--- src/rtl/reg_bank_16x32_writer.sv ---
// reg_bank_16x32_writer: 16x32 register bank write side with valid/ready writes and a one-entry-per-cycle clear sequencer.
module reg_bank_16x32_writer #(
    parameter int DATA_WIDTH = 32
) (
    input  logic                  i_clk,
    input  logic                  i_rst_n,
    input  logic                  i_wr_valid,
    output logic                  o_wr_ready,
    input  logic [3:0]            i_wr_addr,
    input  logic [DATA_WIDTH-1:0] i_wr_data,
    input  logic                  i_clr_req,
    output logic                  o_busy,
    output logic                  o_clr_done,
    output logic [15:0]           o_wr_strobe,
    output logic [DATA_WIDTH-1:0] o_q0,
    output logic [DATA_WIDTH-1:0] o_q1,
    output logic [DATA_WIDTH-1:0] o_q2,
    output logic [DATA_WIDTH-1:0] o_q3,
    output logic [DATA_WIDTH-1:0] o_q4,
    output logic [DATA_WIDTH-1:0] o_q5,
    output logic [DATA_WIDTH-1:0] o_q6,
    output logic [DATA_WIDTH-1:0] o_q7,
    output logic [DATA_WIDTH-1:0] o_q8,
    output logic [DATA_WIDTH-1:0] o_q9,
    output logic [DATA_WIDTH-1:0] o_q10,
    output logic [DATA_WIDTH-1:0] o_q11,
    output logic [DATA_WIDTH-1:0] o_q12,
    output logic [DATA_WIDTH-1:0] o_q13,
    output logic [DATA_WIDTH-1:0] o_q14,
    output logic [DATA_WIDTH-1:0] o_q15
);
    localparam logic [0:0] S_IDLE  = 1'b0;
    localparam logic [0:0] S_CLEAR = 1'b1;

    logic [0:0]            r_state;
    logic [3:0]            r_cnt;
    logic                  r_clr_done;
    logic [15:0]           r_strobe;
    logic                  w_accept;
    logic                  w_clr_en;
    logic [DATA_WIDTH-1:0] w_q [16];

    assign o_wr_ready  = (r_state == S_IDLE) & ~i_clr_req;
    assign w_accept    = i_wr_valid & o_wr_ready;
    assign w_clr_en    = (r_state == S_CLEAR);
    assign o_busy      = w_clr_en;
    assign o_clr_done  = r_clr_done;
    assign o_wr_strobe = r_strobe;

    always_ff @(posedge i_clk or negedge i_rst_n) begin
        if (!i_rst_n) begin
            r_state    <= S_IDLE;
            r_cnt      <= 4'd0;
            r_clr_done <= 1'b0;
            r_strobe   <= 16'd0;
        end else begin
            r_strobe   <= w_accept ? (16'd1 << i_wr_addr) : 16'd0;
            r_clr_done <= w_clr_en && (r_cnt == 4'd15);
            if (r_state == S_IDLE) begin
                if (i_clr_req) begin
                    r_state <= S_CLEAR;
                    r_cnt   <= 4'd0;
                end
            end else begin
                r_cnt <= r_cnt + 4'd1;
                if (r_cnt == 4'd15)
                    r_state <= S_IDLE;
            end
        end
    end

    // Clear and write never coincide: writes are only accepted in IDLE.
    for (genvar k = 0; k < 16; k++) begin : g_ent
        logic [DATA_WIDTH-1:0] r_q;
        always_ff @(posedge i_clk or negedge i_rst_n) begin
            if (!i_rst_n)
                r_q <= '0;
            else if (w_clr_en && (r_cnt == 4'(k)))
                r_q <= '0;
            else if (w_accept && (i_wr_addr == 4'(k)))
                r_q <= i_wr_data;
        end
        assign w_q[k] = r_q;
    end

    assign o_q0  = w_q[0];
    assign o_q1  = w_q[1];
    assign o_q2  = w_q[2];
    assign o_q3  = w_q[3];
    assign o_q4  = w_q[4];
    assign o_q5  = w_q[5];
    assign o_q6  = w_q[6];
    assign o_q7  = w_q[7];
    assign o_q8  = w_q[8];
    assign o_q9  = w_q[9];
    assign o_q10 = w_q[10];
    assign o_q11 = w_q[11];
    assign o_q12 = w_q[12];
    assign o_q13 = w_q[13];
    assign o_q14 = w_q[14];
    assign o_q15 = w_q[15];
endmodule

--- config.mk ---
export PLATFORM = sky130hd
export DESIGN_NAME = reg_bank_16x32_writer
export DESIGN_NICKNAME = d
export VERILOG_FILES = /design/src/rtl/reg_bank_16x32_writer.sv
export SDC_FILE = /design/constraint.sdc
export NUM_CORES = 1
export LEC_CHECK = 0
export BUFFER_PORTS_ARGS = -buffer_cell sky130_fd_sc_hd__buf_2
export CAP_MARGIN = 20
export CELL_PAD_IN_SITES_DETAIL_PLACEMENT = 1
export CELL_PAD_IN_SITES_GLOBAL_PLACEMENT = 2
export CORE_UTILIZATION = 34
export DETAILED_ROUTE_END_ITERATION = 12
export PLACE_DENSITY = 0.88
export SLEW_MARGIN = 20
export SYNTH_ARGS = -nofsm -noshare
export SYNTH_HDL_FRONTEND = slang
export SYNTH_SLANG_ARGS = --single-unit
--- constraint.sdc ---
create_clock -name i_clk -period 2.18 [get_ports i_clk]
set_input_delay 0.109 -clock i_clk [delete_from_list [all_inputs] [get_ports i_clk]]
set_output_delay 0.109 -clock i_clk [all_outputs]
set_load 0.02 [all_outputs]
==> results.json <==
{
  "yosys_warnings": 0,
  "overflow": 0,
  "synth-edff-count": 0,
  "finalHoldViolations": 0,
  "mostFrequentLayoutCells": "569 x buf_2, 534 x dfrtp_1, 514 x nand2_1",
  "synth.avg_cell_area_um2": 12.1,
  "yosys.cell_types.count": 36,
  "reg2regPathDepth": 4,
  "holdPathStages": 4,
  "hold_end": "o_q14[31]",
  "die-area_mm2": 0.0656,
  "dr.pass1.iters": 5,
  "synth_area_mm2": 0.0220,
  "fp.dieH_um": 256,
  "port_buffers": 570,
  "post-place-ws_ns": 0.205,
  "cts_made_buffers": 57,
  "leakagePower_uw": 0.0174,
  "clkSlewWorstSetupHoldPaths_ns": 0.06,
  "avgRoutedWirePerCell_um": 25.4,
  "arrival_ns": 2.48,
  "max_slew_margin": 0.316,
  "pwr_density_cell_mw_per_mm2": 1570,
  "rsz0062_at_grt": "false",
  "drt-vias-per-instance": 5.00,
  "status": "finished, final reports clean",
  "syn-num-nets": 1856,
  "drt_iter0_markers": 889,
  "synth_ff_type": "dfrtp_1",
  "clk_latency_ns": 0.62,
  "worst-slew-pin-transition_ns": 1.03,
  "r2r-end": "o_q3[14]",
  "cts_tree": "yes",
  "clock_tree.root_cell": "clkbuf_16",
  "setup_violations": 0,
  "fin_ws_ns": 0.122,
  "instances_no_fill": 3296,
  "drive_gt1_frac": 0.316,
  "setup_tns_ns": 0,
  "hp-start": "i_wr_data[31]",
  "cp.required_ns": 2.61,
  "grt_pass1_wl_um": 123000,
  "vdd_drop_max_mv": 0.682,
  "drt-total-wl_um": 83600,
  "critPathLaunchType": "register",
  "crit_fanout": 33,
  "vias": 16481,
  "die_w_um": 256,
  "slew_viol_final": 0,
  "area_delta_synth_final_pct": 28.0,
  "core_mm2": 0.0634,
  "drc": 0,
  "pin_count": 571,
  "async_reset_ff_frac": 1.00,
  "grt_max_degree": 57,
  "rows": 92,
  "grt_pass1_vias": 17934,
  "total_power_uw": 44100,
  "hold_path_class": "in2reg",
  "postCtsSetupRepairBufs": 0,
  "ant_nets": 0,
  "place_inst": 3173,
  "worstReg2RegStart": "o_busy",
  "fin_crit_ns": 2.06,
  "maxCapViolCount": 0,
  "crit_type": "reg2reg",
  "routabilityCongestion": 0.827,
  "finClkSkew_ns": 0.0102,
  "max-clock-path-buffers": 3,
  "r2r_slack_ns": 0.12,
  "netlist_instances": 1812,
  "worst_setup_path_end_kind": "register",
  "grt_usage": 0.254,
  "ys_seq_area_frac": 0.608,
  "h-tree-depth": 2,
  "final_common_cell": "buf_2",
  "fmax_ghz": 0.486,
  "place_hpwl_um": 56800,
  "initial_utilization": 0.346,
  "cts_sinks": 534,
  "finalCritPeriodShare": 0.944,
  "ys_seq_elements": 534,
  "nets": 2446,
  "antenna_found_initial": 5
}
==> Yosys cell counts, drive strengths merged, types with 2 or more instances <==
cell type	n	area, um2
nand2b	2	12.5
nor3b	2	20.0
dfrtp	534	13400
buf	55	343
nor3	2	15.0
ha	4	50.1
nand4b	9	78.8
mux2i	512	5120
nor4b	3	26.3
clkbuf	88	561
nand4bb	4	45.0
nand2	524	1970
inv	48	180
nor2	5	21.3
nand4	6	37.5
==> routing by layer <==
| layer | up-vias | part of all wire | track usage |
|---|---|---|---|
| met5 | - | 0.00041 | 0 |
| met2 | 598 | 0.49 | 0.424 |
| met4 | 4 | 0.044 | 0.112 |
| met1 | 8563 | 0.40 | 0.311 |
| li1 | 7118 | - | - |
| met3 | 198 | 0.063 | 0.0599 |
==> where the power goes <==
part,total (uW),internal (uW),switching (uW)
Clock,10600,6410,4150
Sequential,16700,14000,2630
Combinational,16900,5240,11700
Total,44100,25700,18500
==> flip-flops by register name, indices dropped and copies added (netlist names), 32 cells and up <==
register and cells:
o_q1 32, o_q5 32, o_q0 32, o_q10 32, o_q4 32, o_q11 32
o_q7 32, o_q12 32, o_q15 32, o_q9 32, o_q14 32, o_q6 32
o_q8 32, o_q3 32, o_q2 32, o_q13 32
==> worst max-delay path, stage by stage, from the launching register on <==
cell and delay, ns:
dfrtp_1 0.48, nor4b_1 0.73, nand2_2 0.10, buf_4 0.34
mux2i_1 0.21
==> logic make-up after synthesis <==
kind of cell / synth area share
AO/OA/AOI/OAI: 0.000912
XOR/XNOR: 0.000798
adder cells (fa/ha/maj): 0.00228
buffers and inverters: 0.0493
flip-flops: 0.608
multiplexers: 0.234
AND/OR/NAND/NOR: 0.104
==> layout make-up <==
| cell class | count | area [um2] |
|---|---|---|
| Fill cell | 6976 | 35300 |
| Sequential cell | 534 | 13400 |
| Multi-Input combinational cell | 1087 | 7580 |
| Timing Repair Buffer | 674 | 3900 |
| Clock buffer | 83 | 1690 |
| Tap cell | 846 | 1060 |
| Clock inverter | 23 | 350 |
| Inverter | 48 | 180 |
| Antenna cell | 1 | 2.50 |
==> worst max-delay path by stage <==
stage / startpoint / end / depth (start not counted)
2_1_floorplan: o_busy / o_q15[10] / 5
3_3_place_gp: o_busy / o_q1[19] / 4
3_5_place_dp: o_busy / o_q3[14] / 4
4_1_cts: o_busy / o_q3[14] / 4
5_1_grt: o_busy / o_q3[14] / 4
6_report: o_busy / o_q3[14] / 4
==> per-stage QoR <==
stage | hold WS, ns | cell area, um2 | utilization
after floorplan | -0.187 | 22000 | -
after global placement | 0.109 | 25900 | 0.409
after detailed placement | 0.112 | 25900 | 0.409
after CTS | 0.00505 | 28100 | 0.443
after global routing | 0.0204 | 28100 | 0.443
final | 0.0352 | 28100 | 0.443
==> what timing repair did <==
action                                 CTS  global route
resized for setup                        0             0
hold buffers                            16             0
endpoints found under the hold margin  397             0
No activity file was read; power rests on OpenSTA's default activity.
